===== src/rtl/uart_pkg.sv =====
// Shared UART definitions: receiver state encoding and oversampling constants.
package uart_pkg;

  typedef enum logic [2:0] {
    IDLE,
    START,
    DATA,
    STOP,
    BREAK
  } rx_state_t;

  // 16 clken strobes per bit; the start bit is confirmed at its centre (7).
  localparam int         OVERSAMPLE  = 16;
  localparam logic [3:0] MID_SAMPLE  = 4'd7;
  // Once re-aligned to mid start bit, sample 15 lands on the next bit's centre.
  localparam logic [3:0] LAST_SAMPLE = 4'(OVERSAMPLE - 1);

endpackage


===== src/rtl/sync_2ff.sv =====
// Generic two-flop synchroniser for asynchronous inputs, with a selectable reset value.
module sync_2ff #(
  parameter int               WIDTH   = 1,
  parameter logic [WIDTH-1:0] RST_VAL = '0
) (
  input  logic             clk_50m,
  input  logic             rst_n,
  input  logic [WIDTH-1:0] d,
  output logic [WIDTH-1:0] q
);

  logic [WIDTH-1:0] meta;

  // Two back-to-back flops; the first may go metastable, the second resolves it.
  always_ff @(posedge clk_50m or negedge rst_n) begin
    if (!rst_n) begin
      meta <= RST_VAL;
      q    <= RST_VAL;
    end else begin
      meta <= d;
      q    <= meta;
    end
  end

endmodule


===== src/rtl/uart_rx.sv =====
// UART receiver: 16x oversampled, mid-bit sampling, sticky ready/overrun, framing-error detect.
module uart_rx
  import uart_pkg::*;
#(
  parameter int DATA_BITS = 8
) (
  input  logic                 clk_50m,
  input  logic                 rst_n,
  input  logic                 clken,
  input  logic                 rx,
  input  logic                 rdy_clr,
  output logic [DATA_BITS-1:0] data,
  output logic                 rdy,
  output logic                 frame_err,
  output logic                 overrun
);

  localparam int               IDX_W    = (DATA_BITS > 1) ? $clog2(DATA_BITS) : 1;
  localparam logic [IDX_W-1:0] LAST_IDX = IDX_W'(DATA_BITS - 1);

  logic                 rx_s;
  rx_state_t            state, state_n;
  logic [3:0]           sample, sample_n;
  logic [IDX_W-1:0]     bit_idx, bit_idx_n;
  logic [DATA_BITS-1:0] shreg, shreg_n;
  logic                 frame_ok;
  logic                 frame_bad;

  // Line idles high, so the synchroniser resets to 1 to avoid a false start bit.
  sync_2ff #(
    .WIDTH  (1),
    .RST_VAL(1'b1)
  ) u_rx_sync (
    .clk_50m(clk_50m),
    .rst_n  (rst_n),
    .d      (rx),
    .q      (rx_s)
  );

  // FSM, counters and shift register state.
  always_ff @(posedge clk_50m or negedge rst_n) begin
    if (!rst_n) begin
      state   <= IDLE;
      sample  <= '0;
      bit_idx <= '0;
      shreg   <= '0;
    end else begin
      state   <= state_n;
      sample  <= sample_n;
      bit_idx <= bit_idx_n;
      shreg   <= shreg_n;
    end
  end

  // Next-state logic; everything advances only on clken strobes.
  always_comb begin
    state_n   = state;
    sample_n  = sample;
    bit_idx_n = bit_idx;
    shreg_n   = shreg;
    frame_ok  = 1'b0;
    frame_bad = 1'b0;
    if (clken) begin
      unique case (state)
        IDLE: begin
          if (!rx_s) begin
            state_n  = START;
            sample_n = '0;
          end
        end
        START: begin
          if (rx_s) begin
            // Line went back high before mid start bit: treat as a glitch.
            state_n = IDLE;
          end else if (sample == MID_SAMPLE) begin
            state_n   = DATA;
            sample_n  = '0;
            bit_idx_n = '0;
          end else begin
            sample_n = sample + 4'd1;
          end
        end
        DATA: begin
          sample_n = sample + 4'd1;
          if (sample == LAST_SAMPLE) begin
            shreg_n[bit_idx] = rx_s;
            if (bit_idx == LAST_IDX) begin
              state_n  = STOP;
              sample_n = '0;
            end else begin
              bit_idx_n = bit_idx + 1'b1;
            end
          end
        end
        STOP: begin
          sample_n = sample + 4'd1;
          if (sample == LAST_SAMPLE) begin
            sample_n = '0;
            if (rx_s) begin
              frame_ok = 1'b1;
              state_n  = IDLE;
            end else begin
              frame_bad = 1'b1;
              state_n   = BREAK;
            end
          end
        end
        BREAK: begin
          // Hold here while the line stays low so a break yields a single error.
          if (rx_s) state_n = IDLE;
        end
        default: state_n = IDLE;
      endcase
    end
  end

  // Host-visible flags; a completing frame takes priority over a coincident clear.
  always_ff @(posedge clk_50m or negedge rst_n) begin
    if (!rst_n) begin
      data      <= '0;
      rdy       <= 1'b0;
      frame_err <= 1'b0;
      overrun   <= 1'b0;
    end else begin
      if (frame_ok) begin
        data      <= shreg;
        rdy       <= 1'b1;
        frame_err <= 1'b0;
        overrun   <= rdy_clr ? 1'b0 : (overrun | rdy);
      end else begin
        if (rdy_clr) begin
          rdy     <= 1'b0;
          overrun <= 1'b0;
        end
        if (frame_bad) frame_err <= 1'b1;
      end
    end
  end

endmodule


===== config.mk =====
export PLATFORM = sky130hd
export DESIGN_NAME = uart_rx
export DESIGN_NICKNAME = d
export VERILOG_FILES = /design/src/rtl/uart_pkg.sv /design/src/rtl/sync_2ff.sv /design/src/rtl/uart_rx.sv
export SDC_FILE = /design/constraint.sdc
export NUM_CORES = 1
export LEC_CHECK = 0
export CAP_MARGIN = 20
export CORE_UTILIZATION = 49
export DETAILED_ROUTE_END_ITERATION = 10
export PLACE_DENSITY = 0.84
export REMOVE_ABC_BUFFERS = 1
export SLEW_MARGIN = 20
export SYNTH_ARGS = -nofsm -noshare
export SYNTH_HDL_FRONTEND = slang
export SYNTH_HIERARCHICAL = 1
export SYNTH_SLANG_ARGS = --single-unit

===== constraint.sdc =====
create_clock -name clk_50m -period 1.7 [get_ports clk_50m]
set_clock_uncertainty 0.2 [all_clocks]
set_input_delay 0.34 -clock clk_50m [delete_from_list [all_inputs] [get_ports clk_50m]]
set_output_delay 0.34 -clock clk_50m [all_outputs]
set_load 0.01 [all_outputs]

After elaboration in Yosys (flattened, before gate mapping)

Index checks and enable logic that the tools add are counted.

Word-level logic and storage cells: 79
Bits in registers: 31
Output and inout bits: 11

Reduce and logical (&&, ||, !) cells: 10
Muxes and demuxes: 38
Bitwise gates (word level): 1
Magnitude comparators: 2
$add $sub $neg: 2
Eq/ne operators: 16

Operators with widths:

| kind                  | number |
|---|---|
| $mux W3               | 12 |
| $mux W4               | 6 |
| $pmux W4 S4           | 1 |
| $mux W1               | 15 |
| $pmux W3 S5           | 1 |
| $ne A2 B2 Y1 const B  | 7 |
| $bwmux W8             | 1 |
| $reduce_and A7 Y1     | 1 |
| $eq A3 B2 Y1 const B  | 2 |
| $eq A3 B3 Y1 const B  | 2 |
| $pmux W3 S2           | 1 |
| $reduce_and A6 Y1     | 1 |
| $reduce_bool A2 Y1    | 3 |
| $add A4 B1 Y4 const B | 1 |
| $eq A4 B3 Y1 const B  | 1 |
| $eq A4 B4 Y1 const B  | 1 |
| $lt A3 B4 Y1 const B  | 1 |
| $reduce_and A4 Y1     | 1 |
| $reduce_bool A4 Y1    | 1 |
| $add A3 B1 Y3 const B | 1 |
| $demux W1 S3          | 1 |
| $eq A3 B1 Y1 const B  | 1 |
| $ge A3 B1 Y1 const B  | 1 |
| $logic_not A3 Y1      | 1 |
| 5 further kinds       | 5 |

Longest topological paths before layout

Depth after elaboration: 6
Depth in mapped cells: 6
Gate-level depth less buffers: 6

Modules after synthesis

Netlist, hierarchy kept.

By module, submodules not included:

| module   | cells each | area an instance (um^2) | instances | seq. area each (um^2) |
|---|---|---|---|---|
| uart_rx  | 130        | 1447.6                  | 1         | 725.7 |
| sync_2ff | 2          | 52.6                    | 1         | 52.6 |

Least setup slack after synthesis

Ideal clock, no wire load.

Kind: register to register
From: reg sample[0]
To: reg shreg[0]
Data arrival time: 1520 ps
Data required time: 1375 ps
Path slack: -145 ps
Stages on the path, launching flop included: 6
Setup time: 125 ps
Cells stage by stage: dfrtp_1 ha_1 nand4_1 nand2b_1 nor3_1 mux2_2

Word-level cells in the longest chain between the ends: 2

RTL lines:

| item                               | RTL line      | source |
|---|---|---|
| start: declaration                 | uart_rx.sv:23 | `logic [3:0] sample, sample_n;` |
| start signal: assignment           | uart_rx.sv:49 | `sample <= sample_n;` |
| $eq A4 B4 Y1                       | uart_rx.sv:85 | `if (sample == LAST_SAMPLE) begin` |
| $reduce_and A3 Y1 (no source line) | -             |  |
| end signal: assignment             | uart_rx.sv:51 | `shreg <= shreg_n;` |
| end: declaration                   | uart_rx.sv:25 | `logic [DATA_BITS-1:0] shreg, shreg_n;` |

No other way between the ends.
A chain may end at the register's enable or synchronous reset.

Worst setup path in the final report

From: reg state[0]
To: reg shreg[7]

Word-level cells in the longest chain between the ends: 2

RTL lines:

| item                               | RTL line      | source |
|---|---|---|
| start: declaration                 | uart_rx.sv:22 | `rx_state_t state, state_n;` |
| start signal: assignment           | uart_rx.sv:48 | `state <= state_n;` |
| $eq A3 B2 Y1                       | uart_rx.sv:64 | `unique case (state)` |
| $reduce_and A3 Y1 (no source line) | -             |  |

No other way between the ends.

==> impl_results.md <==
- Avg Cell Area, Syn: 11.37 um^2
- Dpl ws: -0.5470 ns
- Critical Path AT: 1.85 ns
- Fin nets: 188
- Setup TNS: -1.230 ns
- First-pass GRT wire length: 5837 um
- Met3 Use GR: 7.710%
- Peak Freq: 550.0 MHz
- WP data required: 1.73 ns
- GRT met2 Usage: 40.00%
- DR DRC count: 2
- Placed cell count: 200
- CTS tree: yes
- Worst vdd ir: 0.0007723 V
- Initial antenna violation count: 0
- Register area share after synthesis: 51.88%
- WS Path Type: register to register
- Max clock buf depth: 2
- # fillers: 182
- GRT Util Overall: 24.62%
- Global placer's final weighted congestion: 0.8633
- Share of cells above drive strength 1: 49.17%
- GR Util met1: 27.95%
- Hold Buf Count CTS: 0
- Worst R2R Start: state[0]
- FF-to-FF path depth: 5
- Routed length per placed instance: 16.80 um
- Synth Register Bits: 31
- Die X: 57.33 um
- Row cnt: 19
- Area growth from synthesis to layout: 42.70%
- # setup viols final: 20
- PD cells: 1245 nW/um^2
- Synth async-reset ratio: 100.0%
- Delay of the slowest critical-path stage: 0.44 ns
- GRT Residual Overflow: 0
- Synth Instances: 132
- Failing checks: design-rule violations, negative setup slack
- Final-report hold violation count: 0
- Drt first pass iters: 7
- N_diodes: 0
- Vias: 1250
- Initial core utilization: 53.03%
- Final ANT Viol Nets: 0
- Worst slew pin tran: 0.2439 ns
- R2r endpoint: shreg[7]
- DRT iter0 DRCs: 43
- Gr busiest metal: met2
- MaxCap Viol Count: 0
- Fin cells: 212
- Post-DP HPWL: 2335 um
- Synth Warn #: 6
- Slew Limit Fails: 0
- Vias in the first global route: 1284
- EDFF count, synth: 0
- IO Count: 16
- Largest net degree at the start of global routing: 32
- Die Footprint: 3287 um^2
- CTS Buf Count: 5
- Util after Layout: 75.67%
- Die outline height: 57.33 um
- Status: finished with violations
- Reg2Reg Setup Slack: -0.12 ns
- # port buffers: 15
- Lkg Pwr: 1.059 nW
- Multi-input gate area: 844.6 um^2
- Worst setup SP type: register
- Clock transition at the registers of the reported paths: 0.10 ns
- Worst setup startpoint: state[0]
- Crit path buf inv count: 1
- Setup ws final: -0.1182 ns
- Crit end category: register
- DRT Wirelength: 3562 um
- Vias per cell: 5.896
- Sequential cell area: 778.2 um^2
- Post-synth top flop: dfrtp_1
- Crit path cell chain: nor3b_4 -> buf_6 -> nand3_1 -> or3_1 -> mux2_2
- Core Area: 2829 um^2
- Worst-Skew Late Latency: 0.34 ns
- Clock root cell: clkbuf_4
- Distinct cells, synth: 39
- Htree depth: 2
- Fraction of the cycle the final worst path needs: 107.0%
- Critical path's slowest cell: dfrtp_1
- Clock sinks: 31
- Worst path top cell family by delay: simple AND/OR/NAND/NOR gates
- Most frequent cells in the layout: dfrtp_1 (29), buf_4 (26), mux2_2 (13)
- Synthesized area: 1500 um^2
- Worst hold path class: input pin to async pin
- Post-layout min period: 1.818 ns
- RSZ-0062 raised after global routing: yes
- Worst hold margin: 0.1569 ns
- Worst slew margin: 83.60%
- Maximum fanout along the worst path: 5
- Most common cell after layout, fill and taps aside: dfrtp_1
-- cell usage after synthesis (all sizes together), types with 2 or more instances --
cell    count  area [um^2]
dfrtp      29        725.7
mux2       17        191.4
nand2       9        36.29
nor2        6        22.52
nor3        6        35.03
a21oi       5        25.02
inv         5        18.77
nand3       4        20.02
o21ai       4        20.01
o31ai       4        30.03
buf         3        20.01
clkbuf      3        11.26
ha          3        37.54
mux2i       3        30.03
nand2b      3        18.77
a21o        2        15.01
a22o        2        17.52
a31oi       2        12.51
dfstp       2        52.55
nand4       2        12.51
nor2b       2        12.51
nor4        2        12.51
nor4bb      2        20.02
or2         2        12.52
-- what timing repair did --
action | 4_1_cts | 5_1_grt
pin swaps | 8 | 10
endpoints found under the setup margin | 34 | 26
gates resized for setup | 34 | 21
buffers inserted | 3 | 1
endpoints found under the hold margin | 0 | 0
-- cell families (layout without fill, tap and decap cells) --
group           count (synthesis)  in the layout  share of synthesized area [%]
simple gates                   44             44                          17.27
flops                          31             31                          51.88
compound gates                 23             23                          10.26
mux                            20             20                          14.76
buf+inv                        11             60                          3.336
fa+ha+maj                       3              3                          2.502
-- worst max path at each step --
| stage | endpoint | depth (start not counted) | slack, ns |
|---|---|---|---|
| 6_report | shreg[7] | 5 | -0.12 |
| 5_1_grt | shreg[2] | 6 | -0.15 |
| 4_1_cts | shreg[2] | 6 | -0.12 |
| 3_5_place_dp | shreg[2] | 5 | -0.55 |
| 3_3_place_gp | shreg[2] | 5 | -0.44 |
| 2_1_floorplan | shreg[7] | 4 | -0.15 |
-- routing by layer --
layer / part of all wire [%] / wire, um
met1: 39 / 1395
met3: 4.1 / 146
met4: 4.4 / 157
met2: 52 / 1863
met5: 0 / 0
-- where the power goes --
| part | internal [mW] | switching [mW] |
|---|---|---|
| combinational | 0.644 | 0.648 |
| clock | 0.154 | 0.263 |
| sequential | 0.856 | 0.101 |
-- through the flow --
stage	total power, mW	area (um^2)
after detailed placement	1.908	1881
after global routing	2.829	2141
after CTS	2.454	2038
after floorplan	1.457	1469
after global placement	1.836	1881
final	2.665	2141
-- cell type report --
type | count | area share, %
Tap cell | 31 | 1.812
Sequential cell | 31 | 36.35
Clock buffer | 5 | 1.753
Inverter | 5 | 0.8767
Timing Repair Buffer | 47 | 19.05
Clock inverter | 3 | 0.7013
Multi-Input combinational cell | 90 | 39.45
-- sequential cells by signal, summed over array words and instances, names as in the netlist --
name            flops
state               3
u_rx_sync/q         1
shreg               8
data                8
sample              4
rdy                 1
overrun             1
bit_idx             3
frame_err           1
u_rx_sync/meta      1
(Power assumes the default switching activity.)
